## src/rtl/lshift_reg.sv

```systemverilog
// lshift_reg: left-shift or rotate-left register with synchronous parallel load
module lshift_reg #(
    parameter int WIDTH  = 8,
    parameter bit ROTATE = 1'b1
) (
    input  logic             clk,
    input  logic             rstn,
    input  logic             load_en,
    input  logic [WIDTH-1:0] load_val,
    output logic [WIDTH-1:0] op
);
    logic [WIDTH-1:0] r_q, r_d;
    // rstn is active-high despite its name; load takes priority over shifting
    always_comb r_d = load_en ? load_val : {r_q[WIDTH-2:0], ROTATE ? r_q[WIDTH-1] : 1'b0};
    always_ff @(posedge clk)
        r_q <= rstn ? '0 : r_d;
    assign op = r_q;
endmodule

```

## config.mk

```make
export PLATFORM = sky130hd
export DESIGN_NAME = lshift_reg
export DESIGN_NICKNAME = d
export VERILOG_FILES = /design/src/rtl/lshift_reg.sv
export SDC_FILE = /design/constraint.sdc
export NUM_CORES = 1
export LEC_CHECK = 0
export CORE_AREA = 2 2 39 41
export DETAILED_ROUTE_END_ITERATION = 10
export DIE_AREA = 0 0 41 43
export PLACE_DENSITY = 0.53
export SETUP_SLACK_MARGIN = 0.3
export SYNTH_ARGS = -nofsm -noshare
export SYNTH_HDL_FRONTEND = slang
export SYNTH_SLANG_ARGS = --single-unit
```

## constraint.sdc

```tcl
create_clock -name clk -period 1.3 [get_ports clk]
set_input_delay 0.26 -clock clk [delete_from_list [all_inputs] [get_ports clk]]
set_output_delay 0.26 -clock clk [all_outputs]
set_load 0.005 [all_outputs]
```

==> run_summary.xml, run 1 <==
<?xml version="1.0" encoding="UTF-8"?>
<metrics>
  <group name="outcome">
    <metric name="outcome" unit="">finished, final reports clean</metric>
  </group>
  <group name="sta">
    <metric name="slew_headroom" unit="">0.812</metric>
    <metric name="grt_setup_unrepaired" unit="">false</metric>
    <metric name="report.final.slew_viol_count" unit="">0</metric>
    <metric name="final.setup.worst_slack" unit="ns">0.355</metric>
    <metric name="worst_clock_skew" unit="ns">0.00388</metric>
    <metric name="tightestPinTransition" unit="ns">0.281</metric>
    <metric name="max_freq" unit="GHz">1.06</metric>
    <metric name="fin_crit" unit="ns">0.945</metric>
    <metric name="finalSetupViolations" unit="">0</metric>
    <metric name="final-hold-violation-count" unit="">0</metric>
    <metric name="layout_worst_path_cycle_share" unit="">0.727</metric>
  </group>
  <group name="worst_setup_path">
    <metric name="worst_endpoint_required_time" unit="ns">1.04</metric>
    <metric name="critPathMaxFanout" unit="">2</metric>
    <metric name="timing.setup.critical_path_class" unit="">register to primary output</metric>
    <metric name="worst-path-buf-inv" unit="">1</metric>
    <metric name="crit_arrival" unit="ns">0.69</metric>
    <metric name="slowest_stage" unit="">dfxtp_2</metric>
    <metric name="startpoint_type" unit="">register</metric>
    <metric name="max_stage_delay" unit="ns">0.32</metric>
    <metric name="critical_path_cell_count" unit="">1</metric>
    <metric name="critical_path_end_type" unit="">primary output</metric>
    <metric name="reg2regPathDepth" unit="">2</metric>
    <metric name="cp_cell_sequence" unit="">buf_2</metric>
    <metric name="worst_path_dominant_cell_family" unit="">flip-flops</metric>
  </group>
  <group name="place">
    <metric name="preCtsSetupSlack" unit="ns">-0.00959</metric>
    <metric name="routabilityCongestion" unit="">0.634</metric>
    <metric name="io_buffer_count" unit="">18</metric>
  </group>
  <group name="detailed_routing">
    <metric name="detail_route.drc_violations" unit="">0</metric>
    <metric name="highest-signal-layer" unit="">met3</metric>
    <metric name="m1WireLength" unit="microns">320</metric>
    <metric name="drtPass1Iterations" unit="">2</metric>
    <metric name="routed_via_density" unit="">4.11</metric>
    <metric name="met2WireLength" unit="microns">275</metric>
    <metric name="detail_route.wl_per_cell" unit="microns">11.1</metric>
    <metric name="dr_total_vias" unit="">255</metric>
    <metric name="detail_route.wirelength" unit="microns">687</metric>
    <metric name="detailedRoute.firstIterationViolations" unit="">6</metric>
    <metric name="length_of_routed_met3_wiring" unit="microns">91</metric>
    <metric name="drt_antenna_net_count" unit="">0</metric>
  </group>
  <group name="cells_and_area">
    <metric name="layout.cells.most_common" unit="">clkdlybuf4s50_1</metric>
    <metric name="nFillCells" unit="">148</metric>
    <metric name="fin_util" unit="">0.348</metric>
    <metric name="largest_register_ffs" unit="">8</metric>
    <metric name="drive_above_1_share" unit="">0.435</metric>
    <metric name="layout_common_cells" unit="">9 x clkdlybuf4s50_1, 8 x mux2i_1, 8 x nor2_1, 8 x dfxtp_2, 8 x buf_2</metric>
    <metric name="num_antenna_cells" unit="">0</metric>
    <metric name="flow.area_growth_from_synthesis" unit="%">68.9</metric>
    <metric name="num-nets-final" unit="">59</metric>
  </group>
  <group name="global_route">
    <metric name="gr-usage-all-layers" unit="">0.0843</metric>
    <metric name="grt_pass1_vias" unit="">260</metric>
    <metric name="grt_antenna_before_repair" unit="">0</metric>
    <metric name="maximum_number_of_pins_on_one_net_before_global_route_repair" unit="">9</metric>
    <metric name="globalRoute.totalOverflow" unit="">0</metric>
    <metric name="first_pass_grt_wire_length" unit="microns">972</metric>
  </group>
  <group name="power">
    <metric name="pwr-share-seq" unit="">0.509</metric>
    <metric name="power_per_cell_area" unit="nW/um^2">1100</metric>
    <metric name="comb_pwr_share" unit="">0.157</metric>
    <metric name="total_leakage_power" unit="nW">0.235</metric>
    <metric name="switching_power" unit="uW">109</metric>
    <metric name="worst_ir_drop_vdd" unit="uV">345</metric>
    <metric name="design_power_total" unit="uW">532</metric>
    <metric name="internal-power" unit="uW">423</metric>
    <metric name="power.clock.fraction" unit="">0.334</metric>
    <metric name="p_sw_frac" unit="">0.205</metric>
  </group>
  <group name="floorplanning">
    <metric name="floorplan.die.height" unit="microns">43</metric>
    <metric name="floorplan.rows" unit="">14</metric>
    <metric name="dieArea" unit="sq um">1760</metric>
    <metric name="core" unit="sq um">1380</metric>
    <metric name="floorplan.initialDensity" unit="">0.206</metric>
    <metric name="boundaryPins" unit="">19</metric>
    <metric name="die_width" unit="microns">41</metric>
  </group>
  <group name="logic_synthesis">
    <metric name="synth.area.top_cells" unit="">dfxtp_1 56%, mux2i_1 28%, nor2_1 11%, buf_6 3.9%, buf_1 1.3%</metric>
    <metric name="yosys.area.top_type_share" unit="">0.561</metric>
    <metric name="distinct_cell_type_count_after_synthesis" unit="">5</metric>
    <metric name="postSynthCellCount" unit="">26</metric>
    <metric name="synth_area_leader_cell" unit="">dfxtp_1</metric>
    <metric name="yosysWarningCount" unit="">0</metric>
    <metric name="synth.net_count" unit="">37</metric>
    <metric name="synth_area_per_cell" unit="sq um">11.0</metric>
    <metric name="synth_seq_cells" unit="">8</metric>
    <metric name="post_synth_instance_area" unit="sq um">285</metric>
    <metric name="ys_seq_area_frac" unit="">0.561</metric>
  </group>
  <group name="min_path">
    <metric name="worst_hold_path_type" unit="">register to register</metric>
    <metric name="hold_path_depth" unit="">2</metric>
  </group>
  <group name="clock_tree">
    <metric name="cts-hold-fix-buffers" unit="">0</metric>
    <metric name="htreeDepth" unit="">1</metric>
    <metric name="clock_tree.root_cell" unit="">clkbuf_4</metric>
    <metric name="clock_sink_count" unit="">8</metric>
    <metric name="number_of_setup_buffers_added_after_cts" unit="">0</metric>
    <metric name="numCtsBuffers" unit="">3</metric>
    <metric name="cts.path.max_buffers" unit="">2</metric>
    <metric name="clkLatencyLatePin" unit="ns">0.24</metric>
    <metric name="clk_pin_slew_worst_paths" unit="ns">0.05</metric>
    <metric name="cts_tree" unit="">built</metric>
  </group>
  <group name="job">
    <metric name="max_cap_viol_count" unit="">0</metric>
  </group>
</metrics>
power groups by stage:
stage | clock network [mW] | registers, mW | logic (mW)
finish | 0.178 | 0.270 | 0.0834
global route | 0.201 | 0.272 | 0.0909
CTS | 0.190 | 0.270 | 0.0863
detailed placement | 0 | 0.273 | 0.0990
global placement | 0 | 0.272 | 0.0985
floorplan | 0 | 0.274 | 0.0312
final cells by class:
type / count / area (sq um) / share of cell area
clock buffer: 3 / 22.5 / 0.0468
timing repair buffer: 19 / 159 / 0.330
sequential: 8 / 170 / 0.353
multi-input combinational: 16 / 110 / 0.229
tap: 16 / 20.0 / 0.0416
through the flow:
step                instances   TNS, ns  instance area, sq um  hold slack (ns)
finish                     62         0                   482            0.479
global route               62         0                   482            0.506
CTS                        62         0                   488            0.483
detailed placement         59  -0.00959                   490            0.482
global placement           59         0                   490            0.476
floorplan                  26         0                   285            0.407
metal layers:
| layer | track usage | vias up |
|---|---|---|
| met4 | 0.0400 | 0 |
| met2 | 0.116 | 19 |
| met1 | 0.0997 | 111 |
| li1 | - | 125 |
| met5 | 0 | - |
| met3 | 0.0524 | 0 |
cell usage after synthesis:
| cell | number |
|---|---|
| dfxtp_1 | 8 |
| mux2i_1 | 8 |
| buf_6 | 1 |
| buf_1 | 1 |
| nor2_1 | 8 |
cell families after synthesis:
kind of cell | after synthesis | synth area share
muxes | 8 | 0.281
buffers and inverters | 2 | 0.0526
and+or+nand+nor | 8 | 0.105
DFF | 8 | 0.561
path summary, 6_finish.rpt:
check | from | slack (ns) | end
max reg2reg | op[7] | 0.67 | op[0]
min reg2reg | op[3] | 0.48 | op[4]
max | op[2] | 0.35 | op[2]
min | op[3] | 0.48 | op[4]
timing repair:
action	CTS	global route
gates resized for setup	39	1
hold endpoints to repair	0	0
endpoints found under the setup margin	16	1
pin swaps	0	0
Note: power is estimated with default switching activity, not from simulation.
==> run 2: changes to the inputs <==
Clock period 1.3 ns to 1 ns, I/O delays scaled along.
==> run_summary.xml, run 2 (same netlist as run 1, synthesis figures left out) <==
<?xml version="1.0" encoding="UTF-8"?>
<metrics>
  <group name="global_route">
    <metric name="gr-usage-all-layers" unit="">0.0945</metric>
    <metric name="grt_antenna_before_repair" unit="">0</metric>
    <metric name="maximum_number_of_pins_on_one_net_before_global_route_repair" unit="">9</metric>
    <metric name="groute.layer.met2.usage" unit="">0.122</metric>
    <metric name="grt_max_usage_layer" unit="">met2</metric>
    <metric name="global_route.usage.met1" unit="">0.0968</metric>
    <metric name="globalRouteMet3Util" unit="">0.0681</metric>
    <metric name="globalRoute.totalOverflow" unit="">0</metric>
    <metric name="first_pass_grt_wire_length" unit="microns">1010</metric>
    <metric name="grt_pass1_vias" unit="">260</metric>
  </group>
  <group name="sta">
    <metric name="final.setup.worst_slack" unit="ns">0.117</metric>
    <metric name="slew_headroom" unit="">0.814</metric>
    <metric name="layout_worst_path_cycle_share" unit="">0.883</metric>
    <metric name="fin_crit" unit="ns">0.883</metric>
    <metric name="finalSetupViolations" unit="">0</metric>
    <metric name="worst_clock_skew" unit="ns">0.00693</metric>
    <metric name="report.final.slew_viol_count" unit="">0</metric>
    <metric name="tightestPinTransition" unit="ns">0.279</metric>
    <metric name="final-hold-violation-count" unit="">0</metric>
    <metric name="max_freq" unit="GHz">1.13</metric>
    <metric name="grt_setup_unrepaired" unit="">true</metric>
  </group>
  <group name="worst_setup_path">
    <metric name="startpoint_type" unit="">register</metric>
    <metric name="worst_path_dominant_cell_family" unit="">flip-flops</metric>
    <metric name="timing.setup.critical_path_class" unit="">register to primary output</metric>
    <metric name="reg2reg_slack" unit="ns">0.26</metric>
    <metric name="worst-path-buf-inv" unit="">1</metric>
    <metric name="critical_path_end_type" unit="">primary output</metric>
    <metric name="critPathMaxFanout" unit="">2</metric>
    <metric name="reg2regPathDepth" unit="">3</metric>
    <metric name="worst_endpoint_required_time" unit="ns">0.80</metric>
    <metric name="regToRegStartpoint" unit="">op[7]</metric>
    <metric name="slowest_stage" unit="">dfxtp_2</metric>
    <metric name="worstReg2RegEnd" unit="">op[0]</metric>
    <metric name="cp_cell_sequence" unit="">buf_6</metric>
    <metric name="max_stage_delay" unit="ns">0.32</metric>
    <metric name="crit_arrival" unit="ns">0.68</metric>
  </group>
  <group name="cells_and_area">
    <metric name="drive_above_1_share" unit="">0.447</metric>
    <metric name="largest_register_ffs" unit="">8</metric>
    <metric name="flow.area_growth_from_synthesis" unit="%">78.1</metric>
    <metric name="nFillCells" unit="">139</metric>
    <metric name="design_area" unit="sq um">508</metric>
    <metric name="layout_common_cells" unit="">8 x mux2i_1, 8 x nor2_1, 8 x clkdlybuf4s50_1, 8 x dfxtp_2, 5 x buf_2</metric>
    <metric name="num-nets-final" unit="">60</metric>
    <metric name="num_antenna_cells" unit="">0</metric>
  </group>
  <group name="place">
    <metric name="io_buffer_count" unit="">18</metric>
    <metric name="preCtsSetupSlack" unit="ns">-0.230</metric>
    <metric name="post_dp_cell_area" unit="sq um">498</metric>
    <metric name="routabilityCongestion" unit="">0.634</metric>
  </group>
  <group name="min_path">
    <metric name="hold_path_depth" unit="">2</metric>
    <metric name="worstHoldEndpoint" unit="">op[7]</metric>
    <metric name="min-delay-start" unit="">rstn</metric>
    <metric name="worst_hold_path_type" unit="">primary input to register</metric>
  </group>
  <group name="floorplanning">
    <metric name="floorplan.initialDensity" unit="">0.206</metric>
    <metric name="dieArea" unit="sq um">1760</metric>
    <metric name="die_width" unit="microns">41</metric>
    <metric name="floorplan.rows" unit="">14</metric>
    <metric name="core" unit="sq um">1380</metric>
    <metric name="floorplan.die.height" unit="microns">43</metric>
    <metric name="boundaryPins" unit="">19</metric>
  </group>
  <group name="power">
    <metric name="power_per_cell_area" unit="nW/um^2">1400</metric>
    <metric name="total_leakage_power" unit="nW">0.244</metric>
    <metric name="worst_ir_drop_vdd" unit="uV">527</metric>
  </group>
  <group name="job">
    <metric name="max_cap_viol_count" unit="">0</metric>
  </group>
  <group name="clock_tree">
    <metric name="number_of_setup_buffers_added_after_cts" unit="">0</metric>
    <metric name="clkLatencyLatePin" unit="ns">0.25</metric>
    <metric name="clk_pin_slew_worst_paths" unit="ns">0.06</metric>
    <metric name="htreeDepth" unit="">1</metric>
    <metric name="cts.path.max_buffers" unit="">2</metric>
    <metric name="cts-hold-fix-buffers" unit="">0</metric>
    <metric name="cts_tree" unit="">built</metric>
    <metric name="clock_sink_count" unit="">8</metric>
    <metric name="numCtsBuffers" unit="">3</metric>
    <metric name="clock_tree.root_cell" unit="">clkbuf_4</metric>
  </group>
  <group name="detailed_routing">
    <metric name="routed_via_density" unit="">4.06</metric>
    <metric name="detail_route.drc_violations" unit="">0</metric>
    <metric name="dr_total_vias" unit="">256</metric>
    <metric name="detail_route.wirelength" unit="microns">683</metric>
    <metric name="drt_antenna_net_count" unit="">0</metric>
    <metric name="detail_route.wl_per_cell" unit="microns">10.8</metric>
    <metric name="drtPass1Iterations" unit="">1</metric>
    <metric name="detailedRoute.firstIterationViolations" unit="">0</metric>
  </group>
  <group name="outcome">
    <metric name="outcome" unit="">finished, final reports clean</metric>
  </group>
</metrics>
[run 2: cell count changes in the layout (fill, tap and decap cells not counted)]
cell	previous run	this run
buf_4	0	1
clkdlybuf4s50_1	9	8
buf_6	0	3
clkdlybuf4s15_1	0	1
buf_2	8	5
[run 2: power by group]
part / total (mW) / leakage [nW] / switching [mW] / internal (mW)
clock network: 0.239 / 0.0138 / 0.102 / 0.137
logic: 0.118 / 0.161 / 0.0378 / 0.0800
registers: 0.353 / 0.0689 / 0.0106 / 0.342
total: 0.709 / 0.244 / 0.150 / 0.559
[run 2: worst register-to-register path: cells and delay by family (launching register included)]
family | cells | cell delay, ns
DFF | 1 | 0.31
muxes | 1 | 0.13
buffers and inverters | 1 | 0.12
and+or+nand+nor | 1 | 0.06
[run 2: cell type report]
type | instances | area, sq um | area share
clock buffers | 3 | 22.5 | 0.0443
multi-input cells | 16 | 110 | 0.217
flip-flops and latches | 8 | 170 | 0.335
well taps | 16 | 20.0 | 0.0394
repair buffers | 20 | 185 | 0.365
[run 2: layer usage]
layer	wire length [microns]	up-vias	share of wire
li1	-	126	-
met1	296	111	0.43
met2	291	19	0.43
met3	95	0	0.14
met4	0	0	0
met5	0	-	0
[run 2: worst max-delay path by stage]
| stage | cells past startpoint | endpoint | startpoint | slack (ns) |
|---|---|---|---|---|
| 3_5_place_dp | 4 | op[7] | load_en | -0.23 |
| 2_1_floorplan | 3 | op[0] | load_en | 0.34 |
| 4_1_cts | 1 | op[0] | op[0] | 0.11 |
| 6_report | 1 | op[1] | op[1] | 0.12 |
| 3_3_place_gp | 4 | op[0] | load_en | -0.23 |
| 5_1_grt | 1 | op[2] | op[2] | 0.08 |
[run 2: through the flow]
stage	setup TNS, ns	total power [mW]	cells	hold WS, ns	util
finish	0	0.709	63	0.427	0.367
global route	0	0.758	63	0.439	0.367
CTS	0	0.720	63	0.426	0.357
detailed placement	-1.80	0.486	60	0.483	0.360
global placement	-1.74	0.485	60	0.475	0.360
floorplan	0	0.396	26	0.347	-
[run 2: repair_timing]
| action | CTS | global route |
|---|---|---|
| pin swaps | 0 | 0 |
| setup endpoints to repair | 16 | 12 |
| gates resized for setup | 43 | 3 |
==> run 3: changes to the inputs <==
Settings changed: PLACE_DENSITY 0.53 to 0.63.
==> run_summary.xml, run 3 (same netlist as run 1, synthesis figures left out) <==
<?xml version="1.0" encoding="UTF-8"?>
<metrics>
  <group name="outcome">
    <metric name="outcome" unit="">finished, final reports clean</metric>
  </group>
  <group name="cells_and_area">
    <metric name="fin_cells" unit="">63</metric>
    <metric name="layout_common_cells" unit="">8 x mux2i_1, 8 x nor2_1, 8 x clkdlybuf4s50_1, 8 x dfxtp_2, 7 x buf_6</metric>
    <metric name="flow.area_growth_from_synthesis" unit="%">78.9</metric>
    <metric name="largest_register_ffs" unit="">8</metric>
    <metric name="fin_util" unit="">0.369</metric>
    <metric name="num_antenna_cells" unit="">0</metric>
    <metric name="drive_above_1_share" unit="">0.468</metric>
    <metric name="num-nets-final" unit="">60</metric>
  </group>
  <group name="power">
    <metric name="internal-power" unit="uW">561</metric>
    <metric name="p_sw_frac" unit="">0.219</metric>
    <metric name="power.clock.fraction" unit="">0.344</metric>
    <metric name="total_leakage_power" unit="nW">0.243</metric>
    <metric name="switching_power" unit="uW">158</metric>
    <metric name="worst_ir_drop_vdd" unit="uV">656</metric>
    <metric name="pwr-share-seq" unit="">0.492</metric>
    <metric name="power_per_cell_area" unit="nW/um^2">1410</metric>
    <metric name="design_power_total" unit="uW">718</metric>
    <metric name="comb_pwr_share" unit="">0.164</metric>
  </group>
  <group name="worst_setup_path">
    <metric name="critical_path_end_type" unit="">primary output</metric>
    <metric name="worst-path-buf-inv" unit="">1</metric>
    <metric name="max_stage_delay" unit="ns">0.32</metric>
    <metric name="worst_path_dominant_cell_family" unit="">flip-flops</metric>
    <metric name="timing.setup.critical_path_class" unit="">register to primary output</metric>
    <metric name="cp_cell_sequence" unit="">buf_2</metric>
    <metric name="slowest_stage" unit="">dfxtp_2</metric>
    <metric name="critPathMaxFanout" unit="">2</metric>
    <metric name="worst_endpoint_required_time" unit="ns">0.80</metric>
    <metric name="startpoint_type" unit="">register</metric>
    <metric name="crit_arrival" unit="ns">0.68</metric>
    <metric name="reg2reg_slack" unit="ns">0.38</metric>
  </group>
  <group name="global_route">
    <metric name="globalRoute.totalOverflow" unit="">0</metric>
    <metric name="grt_antenna_before_repair" unit="">0</metric>
    <metric name="grt_pass1_vias" unit="">272</metric>
    <metric name="gr-usage-all-layers" unit="">0.0886</metric>
    <metric name="first_pass_grt_wire_length" unit="microns">1010</metric>
    <metric name="maximum_number_of_pins_on_one_net_before_global_route_repair" unit="">9</metric>
  </group>
  <group name="place">
    <metric name="preCtsSetupSlack" unit="ns">-0.196</metric>
    <metric name="dp_hpwl" unit="microns">470</metric>
    <metric name="routabilityCongestion" unit="">0.602</metric>
    <metric name="io_buffer_count" unit="">18</metric>
    <metric name="dp_cells" unit="">60</metric>
  </group>
  <group name="clock_tree">
    <metric name="clock_tree.root_cell" unit="">clkbuf_4</metric>
    <metric name="htreeDepth" unit="">1</metric>
    <metric name="cts_tree" unit="">built</metric>
    <metric name="numCtsBuffers" unit="">3</metric>
    <metric name="clock_sink_count" unit="">8</metric>
    <metric name="clkLatencyLatePin" unit="ns">0.25</metric>
    <metric name="clk_pin_slew_worst_paths" unit="ns">0.06</metric>
    <metric name="cts.path.max_buffers" unit="">2</metric>
  </group>
  <group name="sta">
    <metric name="whs" unit="ns">0.351</metric>
    <metric name="grt_setup_unrepaired" unit="">true</metric>
    <metric name="fin_crit" unit="ns">0.882</metric>
    <metric name="finalSetupViolations" unit="">0</metric>
    <metric name="final.setup.worst_slack" unit="ns">0.118</metric>
    <metric name="layout_worst_path_cycle_share" unit="">0.882</metric>
    <metric name="slew_headroom" unit="">0.825</metric>
    <metric name="worst_clock_skew" unit="ns">0.00198</metric>
    <metric name="tightestPinTransition" unit="ns">0.262</metric>
    <metric name="report.final.slew_viol_count" unit="">0</metric>
    <metric name="max_freq" unit="GHz">1.13</metric>
    <metric name="final-hold-violation-count" unit="">0</metric>
  </group>
  <group name="detailed_routing">
    <metric name="detailedRoute.firstIterationViolations" unit="">0</metric>
    <metric name="dr_total_vias" unit="">256</metric>
    <metric name="routed_via_density" unit="">4.06</metric>
    <metric name="detail_route.drc_violations" unit="">0</metric>
    <metric name="detail_route.wl_per_cell" unit="microns">9.70</metric>
    <metric name="drtPass1Iterations" unit="">1</metric>
    <metric name="drt_antenna_net_count" unit="">0</metric>
    <metric name="detail_route.wirelength" unit="microns">611</metric>
  </group>
  <group name="floorplanning">
    <metric name="floorplan.initialDensity" unit="">0.206</metric>
    <metric name="floorplan.rows" unit="">14</metric>
    <metric name="floorplan.die.height" unit="microns">43</metric>
    <metric name="boundaryPins" unit="">19</metric>
    <metric name="die_width" unit="microns">41</metric>
    <metric name="core" unit="sq um">1380</metric>
    <metric name="dieArea" unit="sq um">1760</metric>
  </group>
  <group name="job">
    <metric name="max_cap_viol_count" unit="">0</metric>
  </group>
  <group name="min_path">
    <metric name="worst_hold_path_type" unit="">primary input to register</metric>
  </group>
</metrics>
-- run 3: final timing paths --
| check | end | from | cells past startpoint |
|---|---|---|---|
| worst max-delay path | op[7] | op[7] | 1 |
| worst min-delay path | op[1] | load_en | 4 |
| worst max register to register | op[4] | op[3] | 2 |
| worst min register to register | op[2] | op[1] | 2 |
-- run 3: what timing repair did --
action	in CTS	in global routing
resized for setup	44	7
pin swaps	0	1
setup endpoints to repair	16	16
buffers inserted	0	0
hold buffers	0	0
-- run 3: stage by stage --
step / cell area, sq um / setup TNS [ns]
floorplan: 285 / 0
finish: 510 / 0
CTS: 483 / 0
detailed placement: 485 / -1.57
global placement: 485 / -1.56
global route: 510 / 0
-- run 3: routing by layer --
| layer | wire, microns | GRT usage | vias up |
|---|---|---|---|
| li1 | - | - | 128 |
| met1 | 263 | 0.110 | 115 |
| met2 | 289 | 0.122 | 13 |
| met3 | 59 | 0.0314 | 0 |
| met4 | 0 | 0.0600 | 0 |
| met5 | 0 | 0 | - |
-- run 3: layout make-up --
cell class / instances / area, sq um
Clock buffer: 3 / 22.5
Timing Repair Buffer: 20 / 188
Tap cell: 16 / 20.0
Fill cell: 154 / 873
Sequential cell: 8 / 170
Multi-Input combinational cell: 16 / 110
-- run 3: power by group through the flow --
stage               Sequential [mW]  Combinational (mW)  Clock [mW]
finish                        0.353               0.118       0.247
global route                  0.355               0.130       0.279
CTS                           0.350               0.108       0.256
detailed placement            0.354               0.125           0
global placement              0.354               0.124           0
floorplan                     0.356              0.0406           0
